File: src/rtl/reg_mm_arbiter_pkg.sv
// Shared types for the register-bus arbiter: FSM state encoding,
// the timeout fill pattern and the grant-index width helper.
package reg_arb_pkg;

    typedef enum logic [1:0] {
        IDLE    = 2'd0,
        CMD     = 2'd1,
        RD_WAIT = 2'd2
    } arb_state_e;

    // Read data returned when the slave never answers a read.
    localparam logic [31:0] REG_ARB_TIMEOUT_DATA = 32'hDEAD_BEEF;

    // Width of a master index; never narrower than one bit.
    function automatic int gnt_w(input int n);
        return (n <= 2) ? 1 : $clog2(n);
    endfunction

endpackage

File: src/rtl/reg_mm_arbiter_if.sv
// Avalon-MM bundle around the arbiter: per-master request side (m_*)
// and the single register-slave side (s_*).
//   slave  : the arbiter's view (takes m_* commands, drives s_* commands)
//   master : the environment's view (requesters plus the register block)
interface reg_mm_arbiter_if #(
    parameter int NUM_MASTERS = 3,
    parameter int ADDR_W      = 16,
    parameter int DATA_W      = 32
);

    logic [NUM_MASTERS*ADDR_W-1:0] m_address;
    logic [NUM_MASTERS-1:0]        m_read;
    logic [NUM_MASTERS-1:0]        m_write;
    logic [NUM_MASTERS*DATA_W-1:0] m_writedata;
    logic [NUM_MASTERS-1:0]        m_waitrequest;
    logic [DATA_W-1:0]             m_readdata;
    logic [NUM_MASTERS-1:0]        m_readdatavalid;

    logic [ADDR_W-1:0]             s_address;
    logic                          s_read;
    logic                          s_write;
    logic [DATA_W-1:0]             s_writedata;
    logic                          s_waitrequest;
    logic [DATA_W-1:0]             s_readdata;
    logic                          s_readdatavalid;

    modport slave (
        input  m_address, m_read, m_write, m_writedata,
        output m_waitrequest, m_readdata, m_readdatavalid,
        output s_address, s_read, s_write, s_writedata,
        input  s_waitrequest, s_readdata, s_readdatavalid
    );

    modport master (
        output m_address, m_read, m_write, m_writedata,
        input  m_waitrequest, m_readdata, m_readdatavalid,
        input  s_address, s_read, s_write, s_writedata,
        output s_waitrequest, s_readdata, s_readdatavalid
    );

endinterface

File: src/rtl/reg_mm_arbiter_rr_priority_picker.sv
// Round-robin picker: first set request bit at or after ptr, wrapping.
// Ports: req (requests), ptr (start index) -> valid, idx (chosen master).
module rr_priority_picker #(
    parameter int N = 3,
    parameter int W = 2
) (
    input  logic [N-1:0] req,
    input  logic [W-1:0] ptr,
    output logic         valid,
    output logic [W-1:0] idx
);

    logic [2*N-1:0] dbl;
    logic [W:0]     sum;

    // Rotating the doubled vector puts req[ptr] at bit 0, so the
    // lowest set bit of the low half is the next owner in order.
    assign dbl = {req, req} >> ptr;

    always_comb begin
        valid = 1'b0;
        idx   = '0;
        sum   = '0;
        for (int k = N - 1; k >= 0; k--) begin
            if (dbl[k]) begin
                valid = 1'b1;
                sum   = {1'b0, ptr} + (W + 1)'(k);
                if (sum >= (W + 1)'(N)) begin
                    sum = sum - (W + 1)'(N);
                end
                idx = sum[W-1:0];
            end
        end
    end

endmodule

File: src/rtl/reg_mm_arbiter.sv
// Round-robin arbiter sharing one Avalon-MM register slave among
// NUM_MASTERS requesters, one transaction in flight at a time.
// Ports: clk, rst (sync, active-high), bus (slave modport: m_* from
// masters, s_* to the register block), busy, grant_id, and
// timeout_err when REG_ARB_TIMEOUT_EN is defined (read timeout).
module reg_mm_arbiter
    import reg_arb_pkg::*;
#(
    parameter int NUM_MASTERS = 3,
    parameter int ADDR_W      = 16,
    parameter int DATA_W      = 32,
    parameter int TIMEOUT_CYC = 256
) (
    input  logic                           clk,
    input  logic                           rst,
    reg_mm_arbiter_if.slave                bus,
    output logic                           busy,
    output logic [gnt_w(NUM_MASTERS)-1:0]  grant_id
`ifdef REG_ARB_TIMEOUT_EN
    ,
    output logic                           timeout_err
`endif
);

    localparam int GW = gnt_w(NUM_MASTERS);

    arb_state_e state_q, state_d;

    logic [GW-1:0]          gnt_q, gnt_d;
    logic [GW-1:0]          ptr_q, ptr_d;
    logic [NUM_MASTERS-1:0] gnt_oh;
    logic [NUM_MASTERS-1:0] req;
    logic                   pick_valid;
    logic [GW-1:0]          pick_idx;

    logic                   sel_rd, sel_wr;
    logic [ADDR_W-1:0]      sel_addr;
    logic [DATA_W-1:0]      sel_wd;

    logic                   s_rd, s_wr;
    logic [ADDR_W-1:0]      s_addr;
    logic [DATA_W-1:0]      s_wd;
    logic [NUM_MASTERS-1:0] mwait;

    logic [DATA_W-1:0]      rdata_q, rdata_d;
    logic [NUM_MASTERS-1:0] rdv_q, rdv_d;

`ifdef REG_ARB_TIMEOUT_EN
    localparam int TW = $clog2(TIMEOUT_CYC) + 1;
    logic [TW-1:0] tcnt_q, tcnt_d;
    logic          tmo_q, tmo_d;
`endif

    assign req = bus.m_read | bus.m_write;

    rr_priority_picker #(
        .N (NUM_MASTERS),
        .W (GW)
    ) u_pick (
        .req   (req),
        .ptr   (ptr_q),
        .valid (pick_valid),
        .idx   (pick_idx)
    );

    always_comb begin
        gnt_oh   = '0;
        sel_rd   = 1'b0;
        sel_wr   = 1'b0;
        sel_addr = '0;
        sel_wd   = '0;
        for (int i = 0; i < NUM_MASTERS; i++) begin
            if (gnt_q == GW'(i)) begin
                gnt_oh[i] = 1'b1;
                sel_rd    = bus.m_read[i];
                sel_wr    = bus.m_write[i];
                sel_addr  = bus.m_address[i*ADDR_W +: ADDR_W];
                sel_wd    = bus.m_writedata[i*DATA_W +: DATA_W];
            end
        end
    end

    always_comb begin
        state_d = state_q;
        gnt_d   = gnt_q;
        ptr_d   = ptr_q;
        s_rd    = 1'b0;
        s_wr    = 1'b0;
        s_addr  = '0;
        s_wd    = '0;
        mwait   = '1;
        rdata_d = rdata_q;
        rdv_d   = '0;
`ifdef REG_ARB_TIMEOUT_EN
        tcnt_d  = '0;
        tmo_d   = 1'b0;
`endif
        unique case (state_q)
            IDLE: begin
                if (pick_valid) begin
                    gnt_d   = pick_idx;
                    state_d = CMD;
                end
            end
            CMD: begin
                // Write wins when a master raises both strobes.
                s_wr   = sel_wr;
                s_rd   = sel_rd & ~sel_wr;
                s_addr = sel_addr;
                s_wd   = sel_wd;
                // A master that dropped its command cannot be
                // accepted; the arbiter simply keeps waiting.
                if ((sel_rd | sel_wr) && !bus.s_waitrequest) begin
                    mwait   = ~gnt_oh;
                    ptr_d   = (gnt_q == GW'(NUM_MASTERS - 1)) ?
                              '0 : gnt_q + GW'(1);
                    state_d = sel_wr ? IDLE : RD_WAIT;
                end
            end
            RD_WAIT: begin
                if (bus.s_readdatavalid) begin
                    rdata_d = bus.s_readdata;
                    rdv_d   = gnt_oh;
                    state_d = IDLE;
                end
`ifdef REG_ARB_TIMEOUT_EN
                else if (tcnt_q == TW'(TIMEOUT_CYC - 1)) begin
                    rdata_d = DATA_W'(REG_ARB_TIMEOUT_DATA);
                    rdv_d   = gnt_oh;
                    tmo_d   = 1'b1;
                    state_d = IDLE;
                end else begin
                    tcnt_d = tcnt_q + TW'(1);
                end
`endif
            end
            default: begin
                state_d = IDLE;
            end
        endcase
    end

    always_ff @(posedge clk) begin
        if (rst) begin
            state_q <= IDLE;
            gnt_q   <= '0;
            ptr_q   <= '0;
            rdata_q <= '0;
            rdv_q   <= '0;
`ifdef REG_ARB_TIMEOUT_EN
            tcnt_q  <= '0;
            tmo_q   <= 1'b0;
`endif
        end else begin
            state_q <= state_d;
            gnt_q   <= gnt_d;
            ptr_q   <= ptr_d;
            rdata_q <= rdata_d;
            rdv_q   <= rdv_d;
`ifdef REG_ARB_TIMEOUT_EN
            tcnt_q  <= tcnt_d;
            tmo_q   <= tmo_d;
`endif
        end
    end

    assign bus.s_read          = s_rd;
    assign bus.s_write         = s_wr;
    assign bus.s_address       = s_addr;
    assign bus.s_writedata     = s_wd;
    assign bus.m_waitrequest   = mwait;
    assign bus.m_readdata      = rdata_q;
    assign bus.m_readdatavalid = rdv_q;
    assign busy                = (state_q != IDLE);
    assign grant_id            = gnt_q;
`ifdef REG_ARB_TIMEOUT_EN
    assign timeout_err         = tmo_q;
`endif

endmodule
File: src/flat_wrapper.sv
// flat-port wrapper written by rule: the top's interface ports become plain ports
module reg_mm_arbiter_flat import reg_arb_pkg::*;
#(
    parameter int NUM_MASTERS = 3,
    parameter int ADDR_W      = 16,
    parameter int DATA_W      = 32,
    parameter int TIMEOUT_CYC = 256
)
  (clk, rst, busy, grant_id, bus_m_address, bus_m_read, bus_m_write, bus_m_writedata, bus_m_waitrequest, bus_m_readdata, bus_m_readdatavalid, bus_s_address, bus_s_read, bus_s_write, bus_s_writedata, bus_s_waitrequest, bus_s_readdata, bus_s_readdatavalid);
  reg_mm_arbiter_if #(.NUM_MASTERS(NUM_MASTERS), .ADDR_W(ADDR_W), .DATA_W(DATA_W)) bus_i ();
  input  logic clk;
  input  logic rst;
  output logic busy;
  output logic [gnt_w(NUM_MASTERS)-1:0] grant_id;
  input wire logic [$bits(bus_i.m_address)-1:0] bus_m_address;
  input wire logic [$bits(bus_i.m_read)-1:0] bus_m_read;
  input wire logic [$bits(bus_i.m_write)-1:0] bus_m_write;
  input wire logic [$bits(bus_i.m_writedata)-1:0] bus_m_writedata;
  output wire logic [$bits(bus_i.m_waitrequest)-1:0] bus_m_waitrequest;
  output wire logic [$bits(bus_i.m_readdata)-1:0] bus_m_readdata;
  output wire logic [$bits(bus_i.m_readdatavalid)-1:0] bus_m_readdatavalid;
  output wire logic [$bits(bus_i.s_address)-1:0] bus_s_address;
  output wire logic [$bits(bus_i.s_read)-1:0] bus_s_read;
  output wire logic [$bits(bus_i.s_write)-1:0] bus_s_write;
  output wire logic [$bits(bus_i.s_writedata)-1:0] bus_s_writedata;
  input wire logic [$bits(bus_i.s_waitrequest)-1:0] bus_s_waitrequest;
  input wire logic [$bits(bus_i.s_readdata)-1:0] bus_s_readdata;
  input wire logic [$bits(bus_i.s_readdatavalid)-1:0] bus_s_readdatavalid;
  assign bus_i.m_address = bus_m_address;
  assign bus_i.m_read = bus_m_read;
  assign bus_i.m_write = bus_m_write;
  assign bus_i.m_writedata = bus_m_writedata;
  assign bus_m_waitrequest = bus_i.m_waitrequest;
  assign bus_m_readdata = bus_i.m_readdata;
  assign bus_m_readdatavalid = bus_i.m_readdatavalid;
  assign bus_s_address = bus_i.s_address;
  assign bus_s_read = bus_i.s_read;
  assign bus_s_write = bus_i.s_write;
  assign bus_s_writedata = bus_i.s_writedata;
  assign bus_i.s_waitrequest = bus_s_waitrequest;
  assign bus_i.s_readdata = bus_s_readdata;
  assign bus_i.s_readdatavalid = bus_s_readdatavalid;
  reg_mm_arbiter #(.NUM_MASTERS(NUM_MASTERS), .ADDR_W(ADDR_W), .DATA_W(DATA_W), .TIMEOUT_CYC(TIMEOUT_CYC)) u_core (.clk(clk), .rst(rst), .bus(bus_i), .busy(busy), .grant_id(grant_id));
endmodule
File: config.mk
export PLATFORM = sky130hd
export DESIGN_NAME = reg_mm_arbiter_flat
export DESIGN_NICKNAME = d
export VERILOG_FILES = /design/src/rtl/reg_mm_arbiter_pkg.sv /design/src/rtl/reg_mm_arbiter_if.sv /design/src/rtl/reg_mm_arbiter_rr_priority_picker.sv /design/src/rtl/reg_mm_arbiter.sv /design/src/flat_wrapper.sv
export SDC_FILE = /design/constraint.sdc
export NUM_CORES = 1
export LEC_CHECK = 0
export ABC_AREA = 1
export CORE_AREA = 2 2 106 108
export DETAILED_ROUTE_END_ITERATION = 7
export DIE_AREA = 0 0 108 110
export PLACE_DENSITY = 0.75
export SETUP_SLACK_MARGIN = 0.2
export SYNTH_ARGS = -nofsm -noshare
export SYNTH_HDL_FRONTEND = slang
export SYNTH_SLANG_ARGS = --single-unit
File: constraint.sdc
create_clock -name clk -period 2.7 [get_ports clk]
set_input_delay 0.81 -clock clk [delete_from_list [all_inputs] [get_ports clk]]
set_output_delay 0.81 -clock clk [all_outputs]
set_load 0.01 [all_outputs]
==> results_dict.tcl, run 1 <==
set metrics [dict create \
    synth_top_area_share 0.277 \
    final_layout_size_suffix_gt1_frac 0.170 \
    cp-end-kind "primary output" \
    dp_cells 967 \
    setup_violations 0 \
    regToRegEndpoint "u_core.ptr_q[0]" \
    first_pass_iters 5 \
    hp-start "u_core.bus.m_readdata[8]" \
    final_cells 999 \
    path_clk_slew_ps 70 \
    timing_worst_setup_path_type "in2out" \
    max_freq_mhz 391 \
    grt_pass1_vias 3961 \
    grt_overflow 0 \
    syn_to_final_growth_pct 117 \
    grt_start_max_net_pins 68 \
    numCtsBuffers 5 \
    rsz0062_at_grt "yes" \
    via_per_inst 4.39 \
    leakagePower_nw 3.15 \
    r2r-start "u_core.grant_id[1]" \
    fin_total_pwr_w 0.00281 \
    clk_latency_ps 300 \
    ir_drop_uv 314 \
    netlist_area_sq_mm 0.00301 \
    period_share 0.947 \
    synth_top_cell_by_area "nand2_1" \
    whs_path_depth 2 \
    num_io_pins 277 \
    routed_wl_um 13900 \
    via_count 4389 \
    cts_root_buffer "clkbuf_8" \
    cts_hold_buf 0 \
    synth-seq-cells 41 \
    drtIter0Drc 267 \
    hold_end "u_core.bus.m_readdata[8]" \
    worstPathMaxFanout 3 \
    hold_path_class "reg2reg" \
    p_per_area_mw_per_mm2 430 \
    tightest_slew_ps 283 \
    syn-num-nets 743 \
    row_count 38 \
    antenna_found_initial 1 \
    skew_ps 7.61 \
    fin_util 0.611 \
    yosysMostFrequentCell "nand2_1" \
    synthFlopType "dfxtp_1" \
    post-route-min-period_ps 2560 \
    synth_cell_types 20 \
    h-tree-depth 2 \
    ys_top_cells_by_area "nand2_1 (28%), dfxtp_1 (27%), inv_1 (12%)" \
    yosysWarnings 0 \
    diodes 0 \
    fill_cells 1013 \
    wl_per_cell_um 14.0 \
    start_util 0.281 \
    status "complete, no violations" \
    die_height_um 110 \
    maxSlewViolCount 0 \
    cts_num_sinks 41 \
    drv_cap 0 \
    dp_hpwl_um 10300 \
    synthCells 554 \
    r2r_slack_ps 990 \
    yosys-top-cells-count "nand2_1 (222), inv_1 (96), nand3_1 (59)" \
    coreArea_sq_mm 0.0107 \
    place.gp.congestion 0.849 \
    nets 1047 \
    max-slew-margin-rel 0.811 \
    cp.required_ps 1890 \
    finalHoldViolCount 0 \
    die_w_um 108 \
    grt_pass1_wl_um 19600 \
    seq_area_frac_synth 0.273 \
    tritoncts "built" \
    start_kind "primary input" \
    critPathArrivalTime_ps 1750 \
    die-area_sq_mm 0.0119 \
    r2r_cells 13 \
    synthArstFlopShare 0 \
    track_usage 0.209 \
    ant_nets 0 \
    cts_buffer_depth 2 \
    port_buffers 276 \
    synth-edff-count 0 \
    avgSynthCellArea_sq_um 5.43 \
    drc 0 \
]
## kinds of logic after synthesis
group,after synthesis,synth area share
simple gates,304,0.415
buf+inv,132,0.174
compound gates,74,0.126
flops,41,0.273
fa+ha+maj,3,0.0125
## stage by stage
stage / hold slack (ps) / instance area [sq um] / worst slack [ps] / setup TNS (ps)
6_report: 443 / 6540 / 144 / 0
3_3_place_gp: 430 / 6140 / -507 / -8900
4_1_cts: 446 / 6240 / 147 / 0
2_1_floorplan: 468 / 3010 / 518 / 0
3_5_place_dp: 434 / 6140 / -536 / -9200
5_1_grt: 466 / 6540 / 77.8 / 0
## sequential cells by signal, indices dropped and copies added, names as in the netlist
signal                      flops
u_core.grant_id                 2
u_core.bus.m_readdata          32
u_core.ptr_q                    2
u_core.bus.m_readdatavalid      3
u_core.state_q                  2
## what timing repair did
| item | 4_1_cts | 5_1_grt |
|---|---|---|
| setup buffers | 12 | 6 |
| setup endpoints to repair | 53 | 50 |
| gates cloned | 3 | 3 |
| pin swaps | 11 | 10 |
| resized for setup | 236 | 49 |
## cell usage in the layout, fill, tap and decap left out, drive strengths merged
cell / instances
nand2: 225
clkdlybuf4s50: 215
buf: 101
inv: 100
nand3: 60
a21oi: 41
dfxtp: 41
o21ai: 32
nor2: 14
clkbuf: 8
dlygate4sd2: 5
ha: 3
clkdlybuf4s15: 3
nor4: 2
clkinv: 2
bufbuf: 2
nor3: 2
nand3b: 1
a31oi: 1
clkinvlp: 1
## area by class of cell
type	instances	area, sq um	share of cell area
clock inverter	3	17.5	0.00268
multi-input combinational	381	1730	0.265
clock buffer	5	68.8	0.0105
timing repair buffer	329	3340	0.511
sequential	41	826	0.126
inverter	100	378	0.0578
tap	140	175	0.0268
## worst max-delay path, stage by stage
cell,delay (ps)
clkdlybuf4s50_1,430
inv_2,110
nand3_2,110
inv_2,90
nand2_1,50
buf_2,130
## per-layer routing
metal / vias up / share of wire / global-route usage
met5: - / 0.00093 / 0
met4: 2 / 0.013 / 0.0614
met3: 24 / 0.068 / 0.0506
met2: 170 / 0.51 / 0.367
met1: 1904 / 0.41 / 0.255
li1: 2289 / - / -
## report_power, final
part	internal [W]	switching (W)	leakage, nW	total (W)
combinational	0.000937	0.000772	2.77	0.00171
clock	0.000179	0.000227	0.0439	0.000405
sequential	0.000660	0.0000387	0.334	0.000698
total	0.00178	0.00104	3.15	0.00281
## how the worst max path moves through the flow
stage | startpoint | endpoint | slack [ps] | cells after the start
2_1_floorplan | bus_m_write[1] | bus_s_read | 520 | 5
3_3_place_gp | bus_m_write[2] | bus_s_read | -510 | 8
3_5_place_dp | bus_m_write[2] | bus_s_read | -540 | 8
4_1_cts | u_core.grant_id[1] | bus_s_read | 150 | 11
5_1_grt | u_core.grant_id[1] | bus_m_waitrequest[2] | 80 | 11
6_report | bus_s_waitrequest | bus_m_waitrequest[2] | 140 | 6
Note: power is estimated with default switching activity, not from simulation.
==> run 2, diff against run 1 <==
Settings changed: ABC_CLOCK_PERIOD_IN_PS set to 2700.
==> results of run 2 <==
Final layout, timing and power as in run 1 (identical DEF).
==> run 3, diff against run 2 <==
Settings changed: CORE_AREA 2 2 106 108 to 5 5 103 105, DONT_BUFFER_PORTS set to 1, PLACE_DENSITY 0.75 to not set.
==> run 3 against run 2 <==
Critical path depth increased by 1. Worst setup slack improved by 170 ps. First-iteration DRC count grew 20%. Worst hold slack better by 51 ps. Cell count shrank 33%. Wire length shrank 23%. Global-route usage is 5.8 points lower. Flip-flop and latch count unchanged. Sequential share of layout area is 13 points higher. Clock power down 7.7%. Die area did not move. Clock skew is 1.1 ps lower. Largest power group unchanged.
==> results_dict.tcl, run 3 (same netlist as run 1, synthesis figures left out) <==
set metrics [dict create \
    status "complete, no violations" \
    power.switching_w 0.000817 \
    row_count 36 \
    final_common_cell "nand2_1" \
    grt_pass1_vias 2856 \
    ant_nets 0 \
    h-tree-depth 2 \
    slowest_delay_ps 430 \
    finalHoldViolCount 0 \
    fin_util 0.341 \
    coreArea_sq_mm 0.00955 \
    cp-end-kind "primary output" \
    dp_hpwl_um 8810 \
    die-area_sq_mm 0.0119 \
    start_util 0.315 \
    drtIter0Drc 320 \
    timing_worst_setup_path_type "reg2out" \
    via_per_inst 4.93 \
    grt_overflow 0 \
    holdWs_ps 494 \
    ir_drop_uv 232 \
    place.gp.congestion 0.758 \
    path_clk_slew_ps 70 \
    start_kind "register" \
    path_cells "inv_2, nor2_4, buf_12, nand2_1, nand3_1, nand2_1, inv_1" \
    via_count 3305 \
    skew_ps 6.53 \
    max-slew-margin-rel 0.510 \
    setup_tns_ps 0 \
    final_layout_size_suffix_gt1_frac 0.0559 \
    grt_pass1_wl_um 14500 \
    tightest_slew_ps 734 \
    routed_wl_um 10800 \
    critPathSlowestCell "dfxtp_4" \
    setup_violations 0 \
    antenna_found_initial 1 \
    postCtsSetupBuffers 0 \
    postLayoutCellArea_sq_mm 0.00326 \
    dpl_cell_area_sq_mm 0.00316 \
    wl_per_cell_um 16.1 \
    power_frac_comb 0.420 \
    power_frac_seq 0.384 \
    die_height_um 110 \
    track_usage 0.152 \
    worstPathMaxFanout 47 \
    final_cell_mix "nand2_1 (222), inv_1 (96), nand3_1 (58)" \
    critPathMostFrequentCell "nand2_1" \
    numCtsBuffers 5 \
    max_freq_mhz 418 \
    drv_cap 0 \
    maxSlewViolCount 0 \
    swShare 0.427 \
    cts_buffer_depth 2 \
    clk_latency_ps 280 \
    tritoncts "built" \
    place_ws_ps 369 \
    rsz0062_at_grt "no" \
    grt_start_max_net_pins 68 \
    cp.required_ps 1890 \
    port_buffers 0 \
    drc 0 \
    num_io_pins 277 \
    hold_path_class "reg2reg" \
    p_int_w 0.00109 \
    diodes 0 \
    post-route-min-period_ps 2390 \
    leakagePower_nw 1.67 \
    first_pass_iters 5 \
    setup_slack_ps 310 \
    clockPowerShare 0.196 \
    nets 725 \
    syn_to_final_growth_pct 8.32 \
    p_per_area_mw_per_mm2 587 \
    critPathArrivalTime_ps 1580 \
    cts_root_buffer "clkbuf_8" \
    cts_num_sinks 41 \
    period_share 0.885 \
    die_w_um 108 \
    largest_reg_flops 32 \
]
## run 3: changes by cell type in the layout (fill, tap and decap cells not counted), moves of 6 or more
cell             before  now
clkdlybuf4s50_1     215    0
buf_6                32    0
buf_4                30    2
buf_2                26    0
buf_12               10    4
inv_1                90   96
## run 3: final cells by class
type | instances | area (sq um)
Inverter | 100 | 375
Timing Repair Buffer | 7 | 110
Fill cell | 1085 | 6290
Tap cell | 133 | 166
Sequential cell | 41 | 828
Multi-Input combinational cell | 381 | 1700
Clock buffer | 8 | 80.1
## run 3: metrics by stage
stage	total power, W	instances
CTS	0.00192	670
floorplan	0.00136	554
detailed placement	0.00154	662
global route	0.00207	670
finish	0.00191	670
global placement	0.00152	662
## run 3: repair_timing
| item | 4_1_cts | 5_1_grt |
|---|---|---|
| hold buffers | 0 | 0 |
| gates resized for setup | 2 | 5 |
| setup endpoints to repair | 52 | 27 |
| pin swaps | 0 | 0 |
## run 3: routing by layer
metal  global-route usage  up-vias  wire length (um)
met5                    0        -                13
met4               0.0207        2                63
met3               0.0542        6              1170
met2                0.255      184              5390
met1                0.192     1469              4130
li1                     -     1644                 -
## run 3: power groups by stage
stage / Sequential (W) / Clock [W] / Combinational, W
finish: 0.000734 / 0.000374 / 0.000803
global route: 0.000742 / 0.000417 / 0.000906
CTS: 0.000735 / 0.000389 / 0.000797
detailed placement: 0.000748 / 0 / 0.000795
global placement: 0.000747 / 0 / 0.000777
floorplan: 0.000724 / 0 / 0.000635
## run 3: worst paths after layout
| check | start | end | slack [ps] | cells past startpoint |
|---|---|---|---|---|
| worst min-delay path | u_core.bus.m_readdata[15] | u_core.bus.m_readdata[15] | 490 | 2 |
| worst min register to register | u_core.bus.m_readdata[15] | u_core.bus.m_readdata[15] | 490 | 2 |
| worst max register to register | u_core.grant_id[0] | u_core.ptr_q[1] | 1290 | 10 |
| worst max-delay path | u_core.grant_id[0] | bus_s_writedata[3] | 310 | 7 |
## run 3: critical path: cells and delay by family, from the launching register on
family	cells	cell delay, ps
AND/OR/NAND/NOR	4	440
flip-flops	1	430
buffers and inverters	3	410
